**src/rtl/fcl_fp_pkg.sv**
```systemverilog
// Shared types and helpers for the fcl_fp fully-connected layer engine.
//   state_t   : engine control states IDLE -> ACC -> FIN -> OUT
//   *_DEF     : default parameter values for the engine
//   sat_shift : arithmetic right shift (floor) followed by signed saturation
package fcl_fp_pkg;

  typedef enum logic [1:0] {
    IDLE,
    ACC,
    FIN,
    OUT
  } state_t;

  localparam int unsigned DATAWIDTH_DEF    = 16;
  localparam int unsigned PARALLEL_NUM_DEF = 4;
  localparam int unsigned MAX_LEN_DEF      = 1024;

  // Widest accumulator / result the helper supports; callers sign-extend
  // into and truncate out of these with explicit casts.
  localparam int unsigned ACC_MAX = 128;
  localparam int unsigned DW_MAX  = 64;

  // Shift acc right by sh (floor), then clamp to the signed dw-bit range.
  function automatic logic signed [DW_MAX-1:0] sat_shift(
    input logic signed [ACC_MAX-1:0] acc,
    input int unsigned               sh,
    input int unsigned               dw
  );
    logic signed [ACC_MAX-1:0] one;
    logic signed [ACC_MAX-1:0] hi;
    logic signed [ACC_MAX-1:0] lo;
    logic signed [ACC_MAX-1:0] s;
    one    = '0;
    one[0] = 1'b1;
    s  = acc >>> sh;
    hi = (one <<< (dw - 1)) - one;
    lo = '0 - (one <<< (dw - 1));
    if (s > hi)      return DW_MAX'(hi);
    else if (s < lo) return DW_MAX'(lo);
    else             return DW_MAX'(s);
  endfunction

endpackage

```
**src/rtl/fcl_fp_mac_lane.sv**
```systemverilog
// One multiply-accumulate lane of the fcl_fp engine.
//   clk, rst : clock, asynchronous active-low reset
//   clear    : synchronous accumulator clear (wins over en)
//   en       : add INPUT*W to the accumulator this edge
//   INPUT, W : signed activation and weight
//   acc      : signed running sum
module fcl_fp_mac_lane #(
  parameter int unsigned DATAWIDTH = 16,
  parameter int unsigned ACC_WIDTH = 42
) (
  input  logic                        clk,
  input  logic                        rst,
  input  logic                        clear,
  input  logic                        en,
  input  logic signed [DATAWIDTH-1:0] INPUT,
  input  logic signed [DATAWIDTH-1:0] W,
  output logic signed [ACC_WIDTH-1:0] acc
);

  logic signed [2*DATAWIDTH-1:0] prod;

  assign prod = INPUT * W;

  always_ff @(posedge clk or negedge rst) begin
    if (!rst) begin
      acc <= '0;
    end else if (clear) begin
      acc <= '0;
    end else if (en) begin
      acc <= acc + ACC_WIDTH'(prod);
    end
  end

endmodule

```
**src/rtl/fcl_fp_engine.sv**
```systemverilog
// Job-based fixed-point fully-connected layer engine.
// Each job accepts cfg_len beats (one activation broadcast to all lanes plus
// one weight per lane), accumulates per lane, then shifts, saturates and
// presents PARALLEL_NUM results on a held valid/ready output.
//   clk, rst            : clock, asynchronous active-low reset
//   start, cfg_len,     : job request (IDLE only), beat count and right
//   shift                 shift, both latched at start
//   abort               : synchronous cancel back to IDLE, highest priority
//   in_valid/in_ready,  : input beat stream
//   INPUT, W
//   out_valid/out_ready,: result handshake, OUTPUT held until taken
//   OUTPUT
//   busy                : engine not idle
// Optional build macro FCL_FP_RELU_EN: clamp negative lane results to zero.
module fcl_fp_engine
  import fcl_fp_pkg::*;
#(
  parameter  int unsigned DATAWIDTH    = DATAWIDTH_DEF,
  parameter  int unsigned PARALLEL_NUM = PARALLEL_NUM_DEF,
  parameter  int unsigned MAX_LEN      = MAX_LEN_DEF,
  localparam int unsigned LEN_W        = $clog2(MAX_LEN + 1),
  localparam int unsigned ACC_WIDTH    = 2 * DATAWIDTH + $clog2(MAX_LEN),
  localparam int unsigned SHIFT_W      = $clog2(ACC_WIDTH)
) (
  input  logic                                  clk,
  input  logic                                  rst,
  input  logic                                  start,
  input  logic [LEN_W-1:0]                      cfg_len,
  input  logic [SHIFT_W-1:0]                    shift,
  input  logic                                  abort,
  input  logic                                  in_valid,
  output logic                                  in_ready,
  input  logic [DATAWIDTH-1:0]                  INPUT,
  input  logic [PARALLEL_NUM-1:0][DATAWIDTH-1:0] W,
  output logic                                  out_valid,
  input  logic                                  out_ready,
  output logic [PARALLEL_NUM-1:0][DATAWIDTH-1:0] OUTPUT,
  output logic                                  busy
);

  state_t                                 state, state_nxt;
  logic [LEN_W-1:0]                       len_q;
  logic [LEN_W-1:0]                       cnt;
  logic [SHIFT_W-1:0]                     shift_q;
  logic                                   start_job;
  logic                                   beat;
  logic                                   last_beat;
  logic                                   acc_clear;
  logic signed [ACC_WIDTH-1:0]            acc [PARALLEL_NUM];
  logic [PARALLEL_NUM-1:0][DATAWIDTH-1:0] res;

  assign in_ready  = (state == ACC);
  assign out_valid = (state == OUT);
  assign busy      = (state != IDLE);

  // abort masks both the job request and the beat handshake
  assign start_job = (state == IDLE) && start && !abort;
  assign beat      = in_valid && in_ready && !abort;
  assign last_beat = (cnt == len_q - LEN_W'(1));
  assign acc_clear = abort || start_job;

  for (genvar g = 0; g < PARALLEL_NUM; g++) begin : g_lane
    fcl_fp_mac_lane #(
      .DATAWIDTH(DATAWIDTH),
      .ACC_WIDTH(ACC_WIDTH)
    ) u_lane (
      .clk  (clk),
      .rst  (rst),
      .clear(acc_clear),
      .en   (beat),
      .INPUT(INPUT),
      .W    (W[g]),
      .acc  (acc[g])
    );
  end

  always_comb begin
    res = '0;
    for (int unsigned i = 0; i < PARALLEL_NUM; i++) begin
      res[i] = DATAWIDTH'(sat_shift(ACC_MAX'(acc[i]), 32'(shift_q), DATAWIDTH));
`ifdef FCL_FP_RELU_EN
      if (res[i][DATAWIDTH-1]) res[i] = '0;
`endif
    end
  end

  always_comb begin
    state_nxt = state;
    unique case (state)
      IDLE: if (start) state_nxt = (cfg_len == '0) ? FIN : ACC;
      ACC:  if (beat && last_beat) state_nxt = FIN;
      FIN:  state_nxt = OUT;
      OUT:  if (out_ready) state_nxt = IDLE;
      default: state_nxt = IDLE;
    endcase
    if (abort) state_nxt = IDLE;
  end

  always_ff @(posedge clk or negedge rst) begin
    if (!rst) state <= IDLE;
    else      state <= state_nxt;
  end

  always_ff @(posedge clk or negedge rst) begin
    if (!rst) begin
      len_q   <= '0;
      shift_q <= '0;
      cnt     <= '0;
      OUTPUT  <= '0;
    end else begin
      if (start_job) begin
        len_q   <= cfg_len;
        shift_q <= shift;
      end
      if (acc_clear)  cnt <= '0;
      else if (beat)  cnt <= cnt + LEN_W'(1);
      if (state == FIN && !abort) OUTPUT <= res;
    end
  end

endmodule

```
**config.mk**
```make
export PLATFORM = sky130hd
export DESIGN_NAME = fcl_fp_engine
export DESIGN_NICKNAME = d
export VERILOG_FILES = /design/src/rtl/fcl_fp_pkg.sv /design/src/rtl/fcl_fp_mac_lane.sv /design/src/rtl/fcl_fp_engine.sv
export SDC_FILE = /design/constraint.sdc
export NUM_CORES = 2
export LEC_CHECK = 0
export BUFFER_PORTS_ARGS = -buffer_cell sky130_fd_sc_hd__buf_2
export CAP_MARGIN = 10
export CORE_ASPECT_RATIO = 0.8
export CORE_MARGIN = 3
export CORE_UTILIZATION = 34
export DETAILED_ROUTE_END_ITERATION = 10
export PLACE_DENSITY = 0.49
export SKIP_LAST_GASP = 1
export SYNTH_ARGS = -nofsm -noshare
export SYNTH_HDL_FRONTEND = slang
export SYNTH_SLANG_ARGS = --single-unit
```
**constraint.sdc**
```tcl
create_clock -name clk -period 5.51 [get_ports clk]
set_input_delay 0.551 -clock clk [delete_from_list [all_inputs] [get_ports clk]]
set_output_delay 0.551 -clock clk [all_outputs]
set_load 0.02 [all_outputs]
```
==> flow_metrics.env <==
export IMPL_drtPass1Iterations=6
export IMPL_finalCritPeriodShare_pct=112.7
export IMPL_fmax_ghz=0.1611
export IMPL_syn_area_um2=73400
export IMPL_final_layout_size_suffix_gt1_share_pct=28.68
export IMPL_required_ns=6.01
export IMPL_hold_viol=0
export IMPL_crit_arrival_ns=6.71
export IMPL_path_buf_inv=10
export IMPL_ant_nets=0
export IMPL_wl_per_cell_um=21.42
export IMPL_rsz0062_at_grt="true"
export IMPL_synth_nets=10080
export IMPL_portBuffers=169
export IMPL_dr_total_vias=61040
export IMPL_setup_violations=98
export IMPL_met2_usage_pct=38.62
export IMPL_synth_area_leaders="fa_1, dfrtp_1, inv_1, ha_1, nand2_1"
export IMPL_insertion_delay_ns=0.63
export IMPL_routed_wl_um=258500
export IMPL_syn_avg_cell_area_um2=9.011
export IMPL_ys_seq_area_share_pct=8.932
export IMPL_grt_pass1_wl_um=404300
export IMPL_chipHeight_um=421.6
export IMPL_core_area_um2=213100
export IMPL_dpl_cell_count=11720
export IMPL_grt_max_degree=103
export IMPL_cts_buffer_depth=3
export IMPL_synth_common_cells="inv_1, fa_1, nand2_1"
export IMPL_overflow=0
export IMPL_cp_end_kind="flip-flop"
export IMPL_cts_tree="built"
export IMPL_synth_top_cell_area_share_pct=36.87
export IMPL_drcViolationCount=0
export IMPL_synthArstFlopShare_pct=100.0
export IMPL_instances_no_fill=12070
export IMPL_busiest_layer="met2"
export IMPL_relSlewSlack_pct=22.15
export IMPL_cts_buffers=38
export IMPL_clk_pin_slew_ns=0.06
export IMPL_initial_utilization_pct=34.44
export IMPL_grt_use_met3_pct=2.793
export IMPL_drtIter0Drc=3952
export IMPL_min_period_ns=6.207
export IMPL_globalplace_congestion=0.9371
export IMPL_crit_top_cell="fa_1"
export IMPL_yosys_warnings=0
export IMPL_crit_path_max_fanout=6
export IMPL_synthDistinctLibCells=96
export IMPL_post_synth_top_count_cell="inv_1"
export IMPL_hold_ws_ns=0.1665
export IMPL_critPathSlowestCell="fa_2"
export IMPL_worst_hold_path_type="input port to flip-flop"
export IMPL_startpoint_type="input port"
export IMPL_gr_usage_met1_pct=32.57
export IMPL_max_stage_delay_ns=0.67
export IMPL_fin_ws_ns=-0.6971
export IMPL_ios=170
export IMPL_status="complete, but fails checks"
export IMPL_grt_usage_pct=23.40
export IMPL_syn_inst=8146
export IMPL_dieArea_um2=221500
export IMPL_ys_flop_type="dfrtp_1"
export IMPL_dpl_hpwl_um=205700
export IMPL_cts_sinks=262
export IMPL_failed_checks="negative setup slack"
export IMPL_num_rows=151
export IMPL_drv_cap=0
export IMPL_viasPerCell=5.059
export IMPL_tightest_slew_ns=1.156
export IMPL_area_growth_pct=27.91
export IMPL_drv_slew=0
export IMPL_grt_pass1_vias=66200
export IMPL_critical_path_class="input port to flip-flop"
export IMPL_synth_edf_count=0
export IMPL_fin_nets=11140
export IMPL_ys_seq_elements=262
export IMPL_cts_root_buf="clkbuf_16"
export IMPL_finClkSkew_ns=0.03747
export IMPL_h_tree_depth=2
export IMPL_fin_util_pct=44.06
export IMPL_antenna_found_initial=17
export IMPL_die_x_um=525.5
export IMPL_yosysTopAreaCell="fa_1"
export IMPL_crit_family="adder cells"
-- logic make-up (layout without fill, tap and decap cells) --
| group | Yosys count | count (layout) | synth area share [%] |
|---|---|---|---|
| buf+inv | 2112 | 3198 | 11.31 |
| fa+ha+maj | 1835 | 1835 | 45.11 |
| simple gates | 2256 | 2256 | 14.34 |
| other cells | 0 | 3 | 0 |
| xor+xnor | 191 | 191 | 2.279 |
| mux | 384 | 384 | 8.547 |
| flops | 262 | 262 | 8.932 |
| compound gates | 1106 | 1106 | 9.486 |
-- layout by cell type (no fill, tap or decap), types with 79 or more instances in the layout --
cell / n
fa_2: 86
mux2i_1: 128
dfrtp_1: 256
buf_2: 134
buf_6: 133
buf_12: 113
nand2_1: 998
a21oi_2: 100
ha_4: 100
buf_4: 996
and2_1: 442
nor2_1: 320
fa_1: 1266
o21ai_0: 179
xnor2_1: 99
a21o_1: 79
mux4_2: 167
inv_1: 1518
a21oi_1: 253
ha_1: 365
inv_2: 150
-- routing by layer --
metal,up-vias,part of all wire (%)
met1,31570,45
met3,317,4.6
li1,27780,-
met4,10,3.3
met2,1362,47
met5,-,0.029
-- metrics by stage --
step	worst slack (ns)	instance area, um2	TNS (ns)
detailed placement	-1.665	86150	-133.83
CTS	-0.6417	91280	-36.13
floorplan	-1.094	75830	-53.16
finish	-0.6971	93890	-35.83
global route	-0.8529	93890	-54.22
global placement	-1.530	86150	-129.07
-- sequential cells by signal, indices dropped and copies added (netlist names) --
register	cells
g_lane.u_lane.acc	168
cnt	11
len_q	11
OUTPUT	64
state	2
shift_q	6
-- final cells by class --
class | count | area [um2]
Inverter | 1686 | 6376
Timing Repair Buffer | 1444 | 13300
Tap cell | 2830 | 3541
Sequential cell | 262 | 6579
Antenna cell | 3 | 7.507
Clock inverter | 20 | 270.3
Fill cell | 20760 | 119200
Clock buffer | 48 | 1070
Multi-Input combinational cell | 5772 | 62740
-- path summary, 6_finish.rpt --
kind,startpoint,end,slack (ns),cells after the start
max,INPUT[15],g_lane[1].u_lane.acc[39],-0.70,28
min,shift[3],shift_q[3],0.17,2
max reg2reg,g_lane[0].u_lane.acc[10],g_lane[0].u_lane.acc[41],-0.05,19
min reg2reg,OUTPUT[31],OUTPUT[31],0.47,2
max in group asynchronous,rst,shift_q[4],3.72,3
min in group asynchronous,rst,g_lane[3].u_lane.acc[6],0.56,2
-- what timing repair did --
item	4_1_cts	5_1_grt
setup endpoints to repair	104	120
buffers inserted	167	126
hold buffers	1	0
resized for setup	486	494
gates cloned	15	7
pin swaps	369	545
endpoints found under the hold margin	15	0
Power is left out: the tool's default activity adds up to more than one toggle a clock period on the data nets, which glitch-free logic cannot reach.
